**src/rtl/seg_pkg.sv**
```systemverilog
// Shared types and constants for the seven-segment scan sequencer.
package seg_pkg;

    localparam int DIGITS_DEF = 4;
    localparam int WORD_W_DEF = 16;

    localparam logic [15:0] BLANK_WORD = 16'h0000;

    typedef enum logic [1:0] {
        LOAD  = 2'd0,
        SHIFT = 2'd1,
        LATCH = 2'd2,
        HOLD  = 2'd3
    } seg_state_e;

    // Cycles spent on one digit: load + shift + latch + dwell.
    function automatic int digit_period(input int word_w, input int hold_cycles);
        return word_w + hold_cycles + 2;
    endfunction

endpackage

```
**src/rtl/seg_scan_sequencer_if.sv**
```systemverilog
// Update handshake and display-link signals of the scan sequencer.
interface seg_scan_sequencer_if #(
    parameter int DIGITS = 4,
    parameter int WORD_W = 16
) ();
    localparam int DIG_W = $clog2(DIGITS);

    logic                     upd_valid;
    logic                     upd_ready;
    logic [DIGITS*WORD_W-1:0] upd_words;
    logic                     seg_data;
    logic                     seg_latch;
    logic [DIG_W-1:0]         cur_digit;
    logic                     frame_done;

    modport master (
        output upd_valid, upd_words,
        input  upd_ready, seg_data, seg_latch, cur_digit, frame_done
    );

    modport slave (
        input  upd_valid, upd_words,
        output upd_ready, seg_data, seg_latch, cur_digit, frame_done
    );
endinterface

```
**src/rtl/seg_shift_engine.sv**
```systemverilog
// Load/shift register for one digit word, MSB first, with a bit counter.
module seg_shift_engine #(
    parameter int WORD_W = 16
) (
    input  logic              clk,
    input  logic              rst_n,
    input  logic              load_en,
    input  logic [WORD_W-1:0] load_word,
    input  logic              shift_en,
    output logic              msb,
    output logic              shift_done
);
    localparam int CNT_W = (WORD_W > 1) ? $clog2(WORD_W) : 1;

    logic [WORD_W-1:0] shreg_q, shreg_d;
    logic [CNT_W-1:0]  bit_cnt_q, bit_cnt_d;

    always_comb begin
        shreg_d   = shreg_q;
        bit_cnt_d = bit_cnt_q;
        if (load_en) begin
            shreg_d   = load_word;
            bit_cnt_d = '0;
        end else if (shift_en) begin
            shreg_d   = {shreg_q[WORD_W-2:0], 1'b0};
            bit_cnt_d = bit_cnt_q + CNT_W'(1);
        end
    end

    always_ff @(posedge clk or negedge rst_n) begin
        if (!rst_n) begin
            shreg_q   <= '0;
            bit_cnt_q <= '0;
        end else begin
            shreg_q   <= shreg_d;
            bit_cnt_q <= bit_cnt_d;
        end
    end

    assign msb        = shreg_q[WORD_W-1];
    // High during the cycle that presents the final bit.
    assign shift_done = shift_en && (bit_cnt_q == CNT_W'(WORD_W - 1));

endmodule

```
**src/rtl/seg_scan_sequencer.sv**
```systemverilog
// Four-phase digit scanner with frame-boundary content swap.
// Optional input `blank` is present when SEG_BLANK_EN is defined.
module seg_scan_sequencer
    import seg_pkg::*;
#(
    parameter int DIGITS      = DIGITS_DEF,
    parameter int WORD_W      = WORD_W_DEF,
    parameter int HOLD_CYCLES = 1000
) (
    input  logic clk,
    input  logic rst_n,
`ifdef SEG_BLANK_EN
    input  logic blank,
`endif
    seg_scan_sequencer_if.slave bus
);
    localparam int DIG_W  = $clog2(DIGITS);
    localparam int HOLD_W = (HOLD_CYCLES > 1) ? $clog2(HOLD_CYCLES) : 1;
    localparam logic [DIG_W-1:0]  DIG_LAST  = DIG_W'(DIGITS - 1);
    localparam logic [HOLD_W-1:0] HOLD_LAST = HOLD_W'(HOLD_CYCLES - 1);

    seg_state_e        state_q, state_d;
    logic [DIG_W-1:0]  cur_digit_q, cur_digit_d;
    logic [HOLD_W-1:0] hold_cnt_q, hold_cnt_d;
    logic              pend_q, pend_d;
    logic              upd_ready_q, upd_ready_d;
    logic [WORD_W-1:0] shadow_q  [DIGITS];
    logic [WORD_W-1:0] shadow_d  [DIGITS];
    logic [WORD_W-1:0] pending_q [DIGITS];
    logic [WORD_W-1:0] pending_d [DIGITS];
    logic [WORD_W-1:0] in_words  [DIGITS];

    logic              load_en, shift_en, shift_msb, shift_done;
    logic              frame_end, accept;
    logic [WORD_W-1:0] load_word;

    genvar gi;
    generate
        for (gi = 0; gi < DIGITS; gi++) begin : g_unpack
            assign in_words[gi] = bus.upd_words[gi*WORD_W +: WORD_W];
        end
    endgenerate

`ifdef SEG_BLANK_EN
    assign load_word = blank ? WORD_W'(BLANK_WORD) : shadow_q[cur_digit_q];
`else
    assign load_word = shadow_q[cur_digit_q];
`endif

    seg_shift_engine #(.WORD_W(WORD_W)) u_shift (
        .clk        (clk),
        .rst_n      (rst_n),
        .load_en    (load_en),
        .load_word  (load_word),
        .shift_en   (shift_en),
        .msb        (shift_msb),
        .shift_done (shift_done)
    );

    always_comb begin
        state_d     = state_q;
        cur_digit_d = cur_digit_q;
        hold_cnt_d  = hold_cnt_q;
        load_en     = 1'b0;
        shift_en    = 1'b0;
        frame_end   = 1'b0;
        case (state_q)
            LOAD: begin
                load_en = 1'b1;
                state_d = SHIFT;
            end
            SHIFT: begin
                shift_en = 1'b1;
                if (shift_done) state_d = LATCH;
            end
            LATCH: begin
                hold_cnt_d = '0;
                state_d    = HOLD;
            end
            HOLD: begin
                if (hold_cnt_q == HOLD_LAST) begin
                    state_d     = LOAD;
                    frame_end   = (cur_digit_q == DIG_LAST);
                    cur_digit_d = frame_end ? '0 : cur_digit_q + DIG_W'(1);
                end else begin
                    hold_cnt_d = hold_cnt_q + HOLD_W'(1);
                end
            end
            default: state_d = LOAD;
        endcase
    end

    // An accept on the boundary cycle only fills pending; the swap
    // uses the pend flag as it stood before this cycle.
    always_comb begin
        accept    = bus.upd_valid && upd_ready_q;
        pend_d    = pend_q;
        shadow_d  = shadow_q;
        pending_d = pending_q;
        if (frame_end && pend_q) begin
            shadow_d = pending_q;
            pend_d   = 1'b0;
        end
        if (accept) begin
            pending_d = in_words;
            pend_d    = 1'b1;
        end
        upd_ready_d = !pend_d;
    end

    always_ff @(posedge clk or negedge rst_n) begin
        if (!rst_n) begin
            state_q     <= LOAD;
            cur_digit_q <= '0;
            hold_cnt_q  <= '0;
            pend_q      <= 1'b0;
            upd_ready_q <= 1'b1;
            for (int i = 0; i < DIGITS; i++) shadow_q[i] <= '0;
        end else begin
            state_q     <= state_d;
            cur_digit_q <= cur_digit_d;
            hold_cnt_q  <= hold_cnt_d;
            pend_q      <= pend_d;
            upd_ready_q <= upd_ready_d;
            shadow_q    <= shadow_d;
        end
    end

    // Pending contents are only meaningful while pend is set.
    always_ff @(posedge clk) begin
        pending_q <= pending_d;
    end

    assign bus.seg_data   = (state_q == SHIFT) && shift_msb;
    assign bus.seg_latch  = (state_q == LATCH);
    assign bus.frame_done = frame_end;
    assign bus.cur_digit  = cur_digit_q;
    assign bus.upd_ready  = upd_ready_q;

endmodule
```
**src/flat_wrapper.sv**
```systemverilog
// flat-port wrapper written by rule: the top's interface ports become plain ports
module seg_scan_sequencer_flat import seg_pkg::*;
#(
    parameter int DIGITS      = DIGITS_DEF,
    parameter int WORD_W      = WORD_W_DEF,
    parameter int HOLD_CYCLES = 1000
)
  (clk, rst_n, bus_upd_valid, bus_upd_words, bus_upd_ready, bus_seg_data, bus_seg_latch, bus_cur_digit, bus_frame_done);
  seg_scan_sequencer_if #(.DIGITS(DIGITS), .WORD_W(WORD_W)) bus_i ();
  input  logic clk;
  input  logic rst_n;
  input wire logic [$bits(bus_i.upd_valid)-1:0] bus_upd_valid;
  input wire logic [$bits(bus_i.upd_words)-1:0] bus_upd_words;
  output wire logic [$bits(bus_i.upd_ready)-1:0] bus_upd_ready;
  output wire logic [$bits(bus_i.seg_data)-1:0] bus_seg_data;
  output wire logic [$bits(bus_i.seg_latch)-1:0] bus_seg_latch;
  output wire logic [$bits(bus_i.cur_digit)-1:0] bus_cur_digit;
  output wire logic [$bits(bus_i.frame_done)-1:0] bus_frame_done;
  assign bus_i.upd_valid = bus_upd_valid;
  assign bus_i.upd_words = bus_upd_words;
  assign bus_upd_ready = bus_i.upd_ready;
  assign bus_seg_data = bus_i.seg_data;
  assign bus_seg_latch = bus_i.seg_latch;
  assign bus_cur_digit = bus_i.cur_digit;
  assign bus_frame_done = bus_i.frame_done;
  seg_scan_sequencer #(.DIGITS(DIGITS), .WORD_W(WORD_W), .HOLD_CYCLES(HOLD_CYCLES)) u_core (.clk(clk), .rst_n(rst_n), .bus(bus_i));
endmodule
```
**config.mk**
```make
export PLATFORM = sky130hd
export DESIGN_NAME = seg_scan_sequencer_flat
export DESIGN_NICKNAME = d
export VERILOG_FILES = /design/src/rtl/seg_pkg.sv /design/src/rtl/seg_scan_sequencer_if.sv /design/src/rtl/seg_shift_engine.sv /design/src/rtl/seg_scan_sequencer.sv /design/src/flat_wrapper.sv
export SDC_FILE = /design/constraint.sdc
export NUM_CORES = 1
export LEC_CHECK = 0
export ABC_AREA = 1
export BUFFER_PORTS_ARGS = -buffer_cell sky130_fd_sc_hd__clkbuf_2
export CORE_UTILIZATION = 58
export DETAILED_ROUTE_END_ITERATION = 8
export PLACE_DENSITY = 0.78
export SYNTH_ARGS = -nofsm -noshare
export SYNTH_HDL_FRONTEND = slang
export SYNTH_SLANG_ARGS = --single-unit
```
**constraint.sdc**
```tcl
create_clock -name clk -period 2.6 [get_ports clk]
set_input_delay 0.52 -clock clk [delete_from_list [all_inputs] [get_ports clk]]
set_output_delay 0.52 -clock clk [all_outputs]
set_load 0.005 [all_outputs]
```
Yosys cells after proc, flatten, opt, wreduce, memory -nomap -nowiden
Index checks and enable logic that the tools add are counted.

Bitwise operators: 1. $lt $le $gt $ge: 1. Mux-type cells: 19. Equality and inequality tests: 9. $add $sub $neg: 3. Reduce and logical (&&, ||, !) cells: 11.

Operators with widths (count): 2-to-1 mux 16 bit (4); binary-select mux 16 bit (select 2 bit) (1); case mux 10 bit (2 select lines) (1); adder 10 x 1 -> 10 bit (second input constant) (1); equality test 10 bit (second input constant) (1); 2-to-1 mux 10 bit (1); 2-to-1 mux 4 bit (2); case mux 2 bit (4 select lines) (1); equality test 2 bit (second input constant) (3); 2-to-1 mux 1 bit (6); 2-to-1 mux 2 bit (3); AND reduction 2 bit (3); adder 4 x 1 -> 4 bit (second input constant) (1); equality test 4 bit (second input constant) (1); logical AND 1 bit (4); != test 2 x 1 -> 1 bit (second input constant) (2); nonzero test 2 bit (2); >= comparator 3 bit (second input constant) (1); inverter 2 -> 3 bit (1); adder 2 x 1 -> 2 bit (second input constant) (1); equality test 2 x 1 -> 1 bit (second input constant) (1); zero test 2 bit (1); != test 2 bit (second input constant) (1); zero test 1 bit (1).

Word-level logic and storage cells: 59. Output and inout bits: 6. Register bits: 164. Input port bits: 67.

Longest topological paths before layout
Depth in word-level cells: 7. Gate-level depth with buffers: 9. Depth with buffers taken out: 8.

Modules after synthesis
A second synthesis with hierarchy kept.

Cell total of the unflattened synthesis: 656. Area, all modules: 6856.6 um2.

Modules (own cells, without submodules): seg_scan_sequencer (area an instance 5924.4 um2, cells an instance 553, instances 1); seg_shift_engine (area an instance 932.1 um2, cells an instance 103, instances 1).

Worst setup path after synthesis
Ideal clock, no wire load.

Kind: flip-flop to flip-flop. Start point: register u_core.upd_ready_q, in the netlist u_core.bus.upd_ready. End point: register u_core.pending_q[0] (netlist name), enable pin. Slack: 0.339 ns. Period minus slack after synthesis: 2.261 ns. Library setup time: 0.419 ns. Cell stages (with the launch flop): 3. Arrival time: 1.843 ns. Path buffers: 0. Path through: dfstp_2 > nand2_1 > inv_1.

Word-level cells in the longest chain between the ends: 1.

Ends and longest elaborated chain: start, declared (RTL line seg_scan_sequencer.sv:26) `logic upd_ready_q, upd_ready_d;`; start signal, assigned (RTL line seg_scan_sequencer.sv:124) `upd_ready_q <= upd_ready_d;`; logical AND 1 bit (RTL line seg_scan_sequencer.sv:96) `accept = bus.upd_valid && upd_ready_q;`; named net u_core.accept (RTL line seg_scan_sequencer.sv:34) `logic frame_end, accept;`; end signal, assigned (RTL line seg_scan_sequencer.sv:131) `pending_q <= pending_d;`; end, declared (RTL line seg_scan_sequencer.sv:29) `logic [WORD_W-1:0] pending_q [DIGITS];`.

The timed path passes the listed nets, and every way through them passes these cells. A chain may end at the register's enable or synchronous reset.

Worst setup path after layout
Start point: register u_core.state_q[1]. End point: output port bus_frame_done.

Word-level cells in the longest chain between the ends: 2.

Ends and longest elaborated chain: start, declared (RTL line seg_scan_sequencer.sv:22) `seg_state_e state_q, state_d;`; start signal, assigned (RTL line seg_scan_sequencer.sv:120) `state_q <= state_d;`; equality test 2 bit (RTL line seg_scan_sequencer.sv:67) `case (state_q)`; 2-to-1 mux 1 bit (RTL line seg_scan_sequencer.sv:67); end, declared (RTL line flat_wrapper.sv:18) `output wire logic [$bits(bus_i.frame_done)-1:0] bus_frame_done;`.

Every way passes these cells.

==> qor.yml <==
die_x_um: 111.3
run_status: "complete, but fails checks"
post-route-drc-count: 2
synth.area.mux_share: 0
cts_setup_buffers: 0
r2r.worst_path.cells: 6
initial_standard_cell_utilization_of_the_core: 0.6016
post_drt_wl_per_cell_um: 16.42
synthesis.area_um2: 6928
clk_transition_reported_paths_ps: 60
grt_pass1_wl_um: 24340
count_of_hold_buffers_inserted_by_post_cts_repair: 0
insertion_delay_ps: 430
synth-compound-area-share: 0.03522
violations: "design-rule violations"
worst_slew_pin_slew_ps: 1031
start_kind: "register"
critPathMostFrequentCell: "inv_1"
crit_family: "flip-flops"
synth-xor-area-share: 0.002528
dieArea_um2: 12390
clockBufferDepth: 2
tritoncts.num_buffers: 17
area_delta_synth_final_pct: 14.74
yosys_warning_count: 0
tritoncts: "yes"
critPathCaptureType: "primary output"
cts_num_sinks: 164
synth_fa_ha_area_frac: 0.01264
unrepaired_setup_endpoints_after_global_routing: "false"
yosys.area_share.simple: 0.2547
timing.max_slew.rel_slack: 0.3121
cts_max_level: 4
grt_start_max_net_pins: 67
critPathKind: "register to primary output"
die_h_um: 111.3
post-route-min-period_ps: 2364
cp_data_arrival_time_ps: 1840
placement_rows: 39
placed_cell_area_um2: 7331
timing.critical_path.required_ps: 2080
power.density_nw_per_um2: 674.9
ffs_latches_synth: 164
first_global_vias: 5055
dp_hpwl_um: 9533
coreArea_um2: 11520
hold_path_class: "input pin to async pin"
vdd.ir_drop.worst_uv: 533.8
vias: 5202
post_cts_resize_count: 0
wl_um: 14680
fmaxAchievable_mhz: 423.0
drt_pre_antenna_iters: 9
post_synth_num_cell_types: 29
drive_above_1_share: 0.1691
global_placement_routability_congestion: 0.8098
worst_clock_skew_ps: 6.254
insertedDiodeCount: 0
worst_path_max_delay_cell: "dfrtp_1"
cellLeakagePower_nw: 3.672
combinational_family_with_the_most_area_after_synthesis: "simple AND/OR/NAND/NOR gates"
layout_common_cells: "nand2_1 (236), dfrtp_1 (98), clkbuf_2 (71)"
gr-usage-all-layers: 0.2588
grt_overflow_total: 0
crit-reg2reg-launch: "u_core.state_q[1]"
cp_num_buf_inv: 3
drv.max_cap_violation_count: 0
crit_chain: "ha_2 -> inv_1 -> nor2_4 -> nand2_1 -> inv_1 -> clkbuf_2"
synthesis.nets: 754
cts_root_buffer: "clkbuf_16"
rrSetupSlack_ps: 540
post_detailed_route_count_of_antenna_violating_nets: 0
syn_area_per_cell_um2: 10.19
final.period_utilization: 0.9093
rr_endpoint: "u_core.shadow_q[38]"
final_setup_tns_ps: 0
floorplan.io_pins: 73
drt-vias-per-instance: 5.819
port_buffers: 72
worst-path-max-fanout: 11
netlist_instances: 680
drt_first_iter_violations: 389
synth_sequential_area_ratio: 0.6388
num-fill-cells: 829
cpPeakStageDelay_ps: 430
report.final.slew_viol_count: 0
timing_hold_violations_final: 0
num-nets-final: 812
final_area_um2: 7949
antenna_violations_before_repair: 0
layout.cells.most_common: "nand2_1"
final_setup_fails: 0
synth_stat cells:
cell type,instances,area (µm²)
nand3_1,62,310.3
or2_2,1,6.260
a31oi_1,1,6.260
buf_2,8,40.04
nor2_4,2,22.52
o211ai_1,1,7.510
nand2_2,2,12.51
edfxtp_1,64,1922
buf_6,10,112.6
ha_1,7,87.58
o221ai_1,14,122.6
buf_1,1,3.750
dfstp_2,1,26.28
a21o_1,1,7.510
clkbuf_1,25,93.84
a21oi_1,4,20.02
dfrtp_1,99,2477
o21ai_0,16,80.08
nor2_1,14,52.55
nand4_1,66,412.9
nand4_4,1,21.27
nor2_2,2,12.51
xor2_1,2,17.52
inv_1,35,131.4
nand3_4,1,17.52
nor3_1,2,10.01
nand2_1,236,885.9
clkinv_1,1,3.750
inv_2,1,3.750
kinds of logic (layout without fill, tap and decap cells):
| group | count (synthesis) | in the layout |
|---|---|---|
| XOR/XNOR | 2 | 2 |
| buffers and inverters | 81 | 152 |
| AND/OR/NAND/NOR | 389 | 389 |
| AO/OA/AOI/OAI | 37 | 37 |
| adder cells (fa/ha/maj) | 7 | 7 |
| flip-flops | 164 | 164 |
flip-flops by register name, indices dropped and copies added, names as in the netlist:
register,cells
u_core.pending_q,64
u_core.u_shift.shreg_q,16
u_core.u_shift.bit_cnt_q,4
u_core.bus.upd_ready,1
u_core.pend_q,1
u_core.state_q,2
u_core.bus.cur_digit,2
u_core.hold_cnt_q,10
u_core.shadow_q,64
metrics by stage:
stage / instances / setup WS, ps / utilization / total power, W / hold WS (ps)
2_1_floorplan: 680 / 338.5 / - / 0.002742 / 224.4
3_3_place_gp: 862 / 609.4 / 0.6366 / 0.002822 / 447.7
3_5_place_dp: 862 / 475.6 / 0.6366 / 0.002825 / 453.0
4_1_cts: 894 / 102.9 / 0.6900 / 0.005398 / 70.36
5_1_grt: 894 / 138.8 / 0.6902 / 0.005519 / 86.46
6_report: 894 / 235.8 / 0.6902 / 0.005364 / 51.76
power by group:
| group | switching (W) | internal, W | total (W) |
|---|---|---|---|
| Combinational | 0.0000425 | 0.0000387 | 0.0000813 |
| Sequential | 0 | 0.00269 | 0.00269 |
| Clock | 0.000989 | 0.00160 | 0.00259 |
how the worst max path moves through the flow:
stage	start	endpoint	slack, ps	depth (start not counted)
after CTS	u_core.state_q[1]	bus_frame_done	100	6
after global placement	u_core.state_q[0]	u_core.shadow_q[38]	610	6
after detailed placement	u_core.state_q[1]	u_core.shadow_q[38]	480	6
after floorplan	u_core.bus.upd_ready	u_core.pending_q[0]	340	2
after global routing	u_core.state_q[1]	bus_frame_done	140	6
final	u_core.state_q[1]	bus_frame_done	240	6
cell type report:
| type | instances | area, µm² | area share |
|---|---|---|---|
| flip-flops and latches | 164 | 4427 | 0.5569 |
| multi-input cells | 435 | 2118 | 0.2665 |
| repair buffers | 83 | 470.5 | 0.05918 |
| clock buffers | 19 | 432.9 | 0.05446 |
| clock inverters | 13 | 182.7 | 0.02298 |
| well taps | 143 | 178.9 | 0.02251 |
| inverters | 37 | 138.9 | 0.01747 |
metal layers:
layer / track usage / up-vias / wire length [µm]
met5: 0 / - / 0
met1: 0.3226 / 2521 / 5863
li1: - / 2436 / -
met2: 0.4238 / 197 / 7472
met4: 0.1297 / 0 / 543
met3: 0.06288 / 48 / 803
(Power assumes the default switching activity.)
